==> config.mk <==
export PLATFORM = sky130hd
export DESIGN_NAME = multicycle_control
export DESIGN_NICKNAME = d
export VERILOG_FILES = /design/src/rtl/multicycle_control_pkg.sv /design/src/rtl/multicycle_control_retire_counter.sv /design/src/rtl/multicycle_control.sv
export SDC_FILE = /design/constraint.sdc
export NUM_CORES = 1
export LEC_CHECK = 0
export ABC_AREA = 0
export CAP_MARGIN = 15
export CORE_MARGIN = 5
export CORE_UTILIZATION = 46
export CTS_BUF_LIST = sky130_fd_sc_hd__clkbuf_4
export CTS_CLUSTER_SIZE = 8
export DETAILED_ROUTE_END_ITERATION = 16
export PLACE_DENSITY = 0.79
export SLEW_MARGIN = 10
export SYNTH_ARGS = -nofsm -noshare
export SYNTH_HDL_FRONTEND = slang
export SYNTH_SLANG_ARGS = --single-unit
export TNS_END_PERCENT = 20
==> constraint.sdc <==
create_clock -name clk -period 4.3 [get_ports clk]
set_clock_uncertainty 0.15 [all_clocks]
set_input_delay 1.29 -clock clk [delete_from_list [all_inputs] [get_ports clk]]
set_output_delay 1.29 -clock clk [all_outputs]
set_load 0.05 [all_outputs]
==> src/rtl/multicycle_control_pkg.sv <==
// Shared constants for the multi-cycle RV64-subset controller: decoded
// opcodes, FSM state encoding and the ALU operand/operation select codes
// (the ALU control block uses the same encodings).
package multicycle_control_pkg;

    // Decoded opcodes (instr[6:0])
    localparam logic [6:0] R_TYPE = 7'b0110011;
    localparam logic [6:0] LD     = 7'b0000011;
    localparam logic [6:0] SD     = 7'b0100011;
    localparam logic [6:0] BEQ    = 7'b1100011;

    // Controller states, 4-bit encoding
    typedef logic [3:0] state_t;
    localparam state_t S_FETCH    = 4'd0;
    localparam state_t S_DECODE   = 4'd1;
    localparam state_t S_MEM_ADDR = 4'd2;
    localparam state_t S_MEM_RD   = 4'd3;
    localparam state_t S_MEM_WB   = 4'd4;
    localparam state_t S_MEM_WR   = 4'd5;
    localparam state_t S_EXEC_R   = 4'd6;
    localparam state_t S_R_WB     = 4'd7;
    localparam state_t S_BRANCH   = 4'd8;
    localparam state_t S_ILLEGAL  = 4'd9;

    // ALU operand A select
    localparam logic [1:0] SRCA_PC    = 2'b00;
    localparam logic [1:0] SRCA_OLDPC = 2'b01;
    localparam logic [1:0] SRCA_REGA  = 2'b10;

    // ALU operand B select
    localparam logic [1:0] SRCB_REGB = 2'b00;
    localparam logic [1:0] SRCB_FOUR = 2'b01;
    localparam logic [1:0] SRCB_IMM  = 2'b10;

    // ALU operation class
    localparam logic [1:0] ALUOP_ADD   = 2'b00;
    localparam logic [1:0] ALUOP_SUB   = 2'b01;
    localparam logic [1:0] ALUOP_FUNCT = 2'b10;

    // True for the two opcodes that go through the address-compute step
    function automatic logic is_mem_op(input logic [6:0] op);
        return (op == LD) || (op == SD);
    endfunction

endpackage

==> src/rtl/multicycle_control_retire_counter.sv <==
// Retired-instruction counter: CNT_W-bit enable counter, wraps modulo
// 2^CNT_W, cleared by the asynchronous active-high reset.
module retire_counter #(
    parameter int CNT_W = 32
) (
    input  logic             clk,
    input  logic             rst,
    input  logic             i_en,
    output logic [CNT_W-1:0] o_count
);

    logic [CNT_W-1:0] r_count;

    // Count one per enabled cycle; natural overflow provides the wrap
    always_ff @(posedge clk or posedge rst) begin
        if (rst) begin
            r_count <= '0;
        end else if (i_en) begin
            // NOTE: state registers use <= so every flop samples the pre-edge values.
            r_count <= r_count + {{(CNT_W-1){1'b0}}, 1'b1};
        end
    end

    assign o_count = r_count;

endmodule

==> src/rtl/multicycle_control.sv <==
// Multi-cycle main controller for the RV64 subset datapath (R-type, ld, sd,
// beq). Moore FSM with mem_ready-qualified strobes in the memory wait
// states; flags illegal opcodes and counts retired instructions.
module multicycle_control
    import multicycle_control_pkg::*;
#(
    parameter int CNT_W = 32
) (
    input  logic             clk,
    input  logic             reset,
    input  logic [6:0]       opcode,
    input  logic             zero,
    input  logic             mem_ready,
    output logic             PCWrite,
    output logic             PCWriteCond,
    output logic             PCSource,
    output logic             IorD,
    output logic             MemRead,
    output logic             MemWrite,
    output logic             IRWrite,
    output logic             MemtoReg,
    output logic             RegWrite,
    output logic [1:0]       ALUSrcA,
    output logic [1:0]       ALUSrcB,
    output logic [1:0]       ALUOp,
    output logic             illegal,
    output logic             instr_retired,
    output logic [CNT_W-1:0] retired_count
);

    state_t r_state;
    state_t w_next_state;

    // The branch decision (zero AND PCWriteCond) is made in the datapath
    logic w_unused_zero;
    assign w_unused_zero = zero;

    // State register; reset aborts whatever instruction is in flight
    always_ff @(posedge clk or posedge reset) begin
        if (reset) begin
            r_state <= S_FETCH;
        end else begin
            r_state <= w_next_state;
        end
    end

    // Next-state logic; mem_ready only matters in FETCH, MEM_RD and MEM_WR
    always_comb begin
        w_next_state = r_state;
        case (r_state)
            S_FETCH:    if (mem_ready) w_next_state = S_DECODE;
            S_DECODE: begin
                if (is_mem_op(opcode))    w_next_state = S_MEM_ADDR;
                else if (opcode == R_TYPE) w_next_state = S_EXEC_R;
                else if (opcode == BEQ)    w_next_state = S_BRANCH;
                else                       w_next_state = S_ILLEGAL;
            end
            S_MEM_ADDR: w_next_state = (opcode == LD) ? S_MEM_RD : S_MEM_WR;
            S_MEM_RD:   if (mem_ready) w_next_state = S_MEM_WB;
            S_MEM_WB:   w_next_state = S_FETCH;
            S_MEM_WR:   if (mem_ready) w_next_state = S_FETCH;
            S_EXEC_R:   w_next_state = S_R_WB;
            S_R_WB:     w_next_state = S_FETCH;
            S_BRANCH:   w_next_state = S_FETCH;
            S_ILLEGAL:  w_next_state = S_ILLEGAL;
            default:    w_next_state = S_FETCH;
        endcase
    end

    // Output decode per state; strobes and the retire pulse are held low during reset
    always_comb begin
        // NOTE: every output gets a default first so no path through the case infers a latch.
        PCWrite       = 1'b0;
        PCWriteCond   = 1'b0;
        PCSource      = 1'b0;
        IorD          = 1'b0;
        MemRead       = 1'b0;
        MemWrite      = 1'b0;
        IRWrite       = 1'b0;
        MemtoReg      = 1'b0;
        RegWrite      = 1'b0;
        ALUSrcA       = SRCA_PC;
        ALUSrcB       = SRCB_REGB;
        ALUOp         = ALUOP_ADD;
        illegal       = 1'b0;
        instr_retired = 1'b0;
        case (r_state)
            S_FETCH: begin
                MemRead = 1'b1;
                ALUSrcB = SRCB_FOUR;
                IRWrite = mem_ready;
                PCWrite = mem_ready;
            end
            S_DECODE: begin
                // Speculatively compute the branch target into ALUOut
                ALUSrcA = SRCA_OLDPC;
                ALUSrcB = SRCB_IMM;
            end
            S_MEM_ADDR: begin
                ALUSrcA = SRCA_REGA;
                ALUSrcB = SRCB_IMM;
            end
            S_MEM_RD: begin
                IorD    = 1'b1;
                MemRead = 1'b1;
            end
            S_MEM_WB: begin
                RegWrite      = 1'b1;
                MemtoReg      = 1'b1;
                instr_retired = 1'b1;
            end
            S_MEM_WR: begin
                IorD          = 1'b1;
                MemWrite      = 1'b1;
                instr_retired = mem_ready;
            end
            S_EXEC_R: begin
                ALUSrcA = SRCA_REGA;
                ALUSrcB = SRCB_REGB;
                ALUOp   = ALUOP_FUNCT;
            end
            S_R_WB: begin
                RegWrite      = 1'b1;
                instr_retired = 1'b1;
            end
            S_BRANCH: begin
                ALUSrcA       = SRCA_REGA;
                ALUSrcB       = SRCB_REGB;
                ALUOp         = ALUOP_SUB;
                PCWriteCond   = 1'b1;
                PCSource      = 1'b1;
                instr_retired = 1'b1;
            end
            S_ILLEGAL: begin
                illegal = 1'b1;
            end
            default: ;
        endcase
        if (reset) begin
            PCWrite       = 1'b0;
            PCWriteCond   = 1'b0;
            IRWrite       = 1'b0;
            RegWrite      = 1'b0;
            MemWrite      = 1'b0;
            MemRead       = 1'b0;
            instr_retired = 1'b0;
        end
    end

    retire_counter #(
        .CNT_W (CNT_W)
    ) u_retire_counter (
        .clk     (clk),
        .rst     (reset),
        .i_en    (instr_retired),
        .o_count (retired_count)
    );

endmodule

# Word level (Yosys, flattened, before mapping)

Index checks and enable logic that the tools add are counted.

Output and inout bits: 49
Latch bits: 0
Bits in read-only memories: 0
Memories: 0
Register bits after elaboration: 36
Logic and storage cells: 54
RAM bits: 0

$mul: 0
Bitwise logic cells: 0
Multiplexer cells: 26
Eq/ne operators: 16
Magnitude comparators: 0
Add/sub/neg operators: 1
Divide/modulo/power cells: 0
Shift-type cells: 0
Reductions and logical operators: 9

Operators by type and width:

| kind                                                 | count |
|---|---|
| adder 32 x 1 -> 32 bit (second input constant)       | 1 |
| one-hot mux 4 bit (7 select lines)                   | 1 |
| 2-to-1 mux 4 bit                                     | 5 |
| equality test 4 x 3 -> 1 bit (second input constant) | 4 |
| 2-to-1 mux 1 bit                                     | 15 |
| equality test 7 x 6 -> 1 bit (second input constant) | 2 |
| one-hot mux 2 bit (2 select lines)                   | 3 |
| equality test 4 x 2 -> 1 bit (second input constant) | 2 |
| equality test 4 bit (second input constant)          | 2 |
| OR reduction 2 bit                                   | 4 |
| equality test 7 x 2 -> 1 bit (second input constant) | 1 |
| equality test 7 bit (second input constant)          | 1 |
| != test 2 bit (second input constant)                | 3 |
| OR reduction 3 bit                                   | 2 |
| equality test 4 x 1 -> 1 bit (second input constant) | 1 |
| logical NOT 4 bit                                    | 1 |
| 2-to-1 mux 3 bit                                     | 1 |
| AND reduction 3 bit                                  | 1 |
| one-hot mux 1 bit (2 select lines)                   | 1 |
| logical OR 1 bit                                     | 1 |

# Depth between registers and ports, before layout

Word-level depth: 5
Depth in mapped cells: 6

# Modules after synthesis

From an unflattened synthesis, not the netlist that was laid out.

Cells, all modules: 196
Area, all modules: 1998.2 um2

Modules (own cells, without submodules):

| module             | seq. area each (um2) | area an instance (um2) | cells each | instances |
|---|---|---|---|---|
| retire_counter     | 800.8                | 1510.2                 | 126        | 1 |
| multicycle_control | 100.1                | 488.0                  | 70         | 1 |

# Worst setup path after synthesis

OpenSTA, ideal clock, no wires.

Kind: input to output
Start point: input reset
End point: output PCWrite
Cell stages on the path: 4
Setup slack: -1425 ps
Data arrival time: 4285 ps
Required time: 2860 ps
Cell sequence: inv_1 > nand3_1 > nor4_1 > buf_4

Cells in the longest elaborated chain, start to end: 1

Ends and longest elaborated chain:

| item             | line                     | source |
|---|---|---|
| start, declared  | multicycle_control.sv:10 | `input logic reset,` |
| 2-to-1 mux 1 bit | -                        |  |
| end, declared    | multicycle_control.sv:14 | `output logic PCWrite,` |

No other way between the ends.

# Final worst setup path

Start point: input reset
End point: output PCWriteCond

Cells in the longest elaborated chain, start to end: 1

Ends and longest elaborated chain:

| item             | line                      | source |
|---|---|---|
| 2-to-1 mux 1 bit | multicycle_control.sv:139 | `if (reset) begin` |
| end, declared    | multicycle_control.sv:15  | `output logic PCWriteCond,` |

No other way between the ends.

==> results.cfg <==
[hold_path]
hold_path_startpoint = u_retire_counter.o_count[31]
holdPathStages = 1
min_to = u_retire_counter.o_count[31]
hold_path.class = reg -> reg

[critical_path]
critPathMaxStageDelay_ps = 590
crit_fanout = 13
critPathKind = in -> out
cpMostUsedCell = buf_4
endpoint_kind = output port
cp.arrival_ps = 2590
path_cells = clkdlybuf4s50_1 > clkinvlp_4 > buf_4 > and2_1 > buf_4
cp_top_family = buffers and inverters
worstPathRequired_ps = 2860
regToRegSetupSlack_ps = 1860
r2r-start = u_retire_counter.o_count[5]
start_kind = primary input
cp_slowest_cell = clkdlybuf4s50_1
reg2reg_to = u_retire_counter.o_count[28]
cp.buffers_inverters = 4
worst-r2r-cell-count = 5

[grt]
grt_pass1_wl_um = 7230
grt_use_met1_pct = 23.0
antenna_found_initial = 0
top_usage_layer = met2
grt_overflow_total = 0
use_met2_pct = 25.3
track_usage_pct = 16.5
grt_max_degree = 29
grt_pass1_vias = 1534
grt_use_met3_pct = 4.81

[clock_tree]
post_cts_buffers = 0
numCtsBuffers = 5
clkTransAtPathRegs_ps = 100
root_buffer = clkbuf_4
cts_tree = yes
cts_hold_buffers = 0
htree_levels = 2
cts-resized-gates = 0
clk_latency_ps = 320
cts_buffer_depth = 2
cts.sinks = 36

[timing]
final_hold_viol_count = 0
rsz0062_at_grt = no
whs_ps = 347
min_period_ps = 4030
fin_crit_sh_pct = 93.7
maxSlewViolCount = 0
worstMarginPinSlew_ps = 941
setup_viol_count_final = 0
fmax_ghz = 0.248
maxSlewHeadroom_pct = 36.8
finalSetupTns_ps = 0

[floorplan]
floorplan.initialDensity_pct = 48.3
die_h_um = 75.3
dieArea_um2 = 5670
rows = 23
io_pins = 60
die_w_um = 75.3
core_area_um2 = 4060

[drt]
firstDrtPassIters = 4
drt_wl_total_um = 4370
vias = 1633
drt-vias-per-instance = 5.37
first_iter_violations = 76
final_antenna_net_count = 0
drc = 0
wire_per_inst_um = 14.4

[logic_synthesis]
synth_flop_cell = dfrtp_1
async_reset_ff_share_pct = 100
yosysWarnings = 0
netlist-cell-type-count = 39
synth_area_leader_cell = dfrtp_1
yosysSeqAreaShare_pct = 45.9
synth_edf_count = 0
yosys_register_bits = 36
synthTopCellsByArea = dfrtp_1, xnor2_1, nand4_1
syn-cell-area_um2 = 1960
syn_avg_cell_area_um2 = 10.2
synth_top_area_share_pct = 45.9
synth.most_common_cell = dfrtp_1
synthesis.nets = 205
netlist_instances = 193
synth_common_cells = dfrtp_1, xnor2_1, nand2_1, nand4_1, nand3_1

[place]
port_buffers = 58
dp_hpwl_um = 3340
place.gp.congestion = 0.819

[pwr]
p_leak_nw = 1.07
p_per_area_nw_per_um2 = 456
ir_drop_mv = 0.438

[finish]
finalNetCount = 265
syn2layout_area_growth_pct = 36.4
antenna_cells = 0
finish.utilization_pct = 65.9
layout-drive-gt1-share_pct = 11.0

[flow_run]
maxCapViolations = 0

[run_status]
outcome = finished clean
[state kept, by name, summed over array words and instances (netlist names)]
name,count
r_state,4
u_retire_counter.o_count,32
[kinds of logic after synthesis]
| logic type | count (synthesis) | synth area share [%] |
|---|---|---|
| XOR/XNOR | 32 | 14.3 |
| adder cells (fa/ha/maj) | 1 | 0.638 |
| buffers and inverters | 14 | 3.57 |
| AO/OA/AOI/OAI | 24 | 10.5 |
| flip-flops | 36 | 45.9 |
| AND/OR/NAND/NOR | 85 | 24.5 |
| multiplexers | 1 | 0.574 |
[final cells by class]
class | instances | area (um^2)
timing repair buffer | 61 | 623
clock inverter | 1 | 3.75
fill | 343 | 1380
clock buffer | 7 | 52.6
multi-input combinational | 143 | 1000
tap | 50 | 62.6
inverter | 6 | 26.3
sequential | 36 | 901
[cell usage in the layout (no fill, tap or decap), types with 2 or more instances in the layout]
cell,instances
dfrtp_1,36
nand2_1,20
nor3_1,9
a211oi_1,2
nor2_1,4
and2_1,3
inv_1,5
clkdlybuf4s50_1,51
and3_1,11
xor2_1,3
and4_1,2
a21oi_2,2
a21o_1,2
buf_4,7
a211oi_4,2
a21oi_1,7
buf_12,3
nand3_1,12
o21ai_0,2
nand2b_1,3
nand4_1,13
xnor2_1,29
clkbuf_4,7
[layer usage]
| layer | share of wire (%) | wire length, um |
|---|---|---|
| met1 | 46 | 2010 |
| met2 | 47 | 2050 |
| met3 | 6.3 | 274 |
| met4 | 0.78 | 34 |
| met5 | 0 | 0 |
[worst max-delay path by stage]
stage	slack, ps	from	cells past startpoint	end
floorplan	5	reset	4	PCWrite
detailed placement	270	reset	5	PCWriteCond
finish	270	reset	5	PCWriteCond
CTS	260	reset	5	PCWriteCond
global placement	280	reset	5	PCWriteCond
global route	170	r_state[0]	3	illegal
[report_power, final]
| group | switching (W) | total (W) | internal, W |
|---|---|---|---|
| clock network | 0.000101 | 0.000177 | 0.0000756 |
| logic | 0.000399 | 0.000601 | 0.000202 |
| registers | 0.0000720 | 0.000443 | 0.000370 |
[through the flow]
step	total power, W	area (um^2)	setup slack [ps]	std cells
2_1_floorplan	0.000867	1980	5.24	193
3_3_place_gp	0.00105	2620	279	296
3_5_place_dp	0.00105	2620	266	296
4_1_cts	0.00123	2670	258	304
5_1_grt	0.00130	2670	173	304
6_report	0.00122	2670	269	304
(Power assumes the default switching activity.)
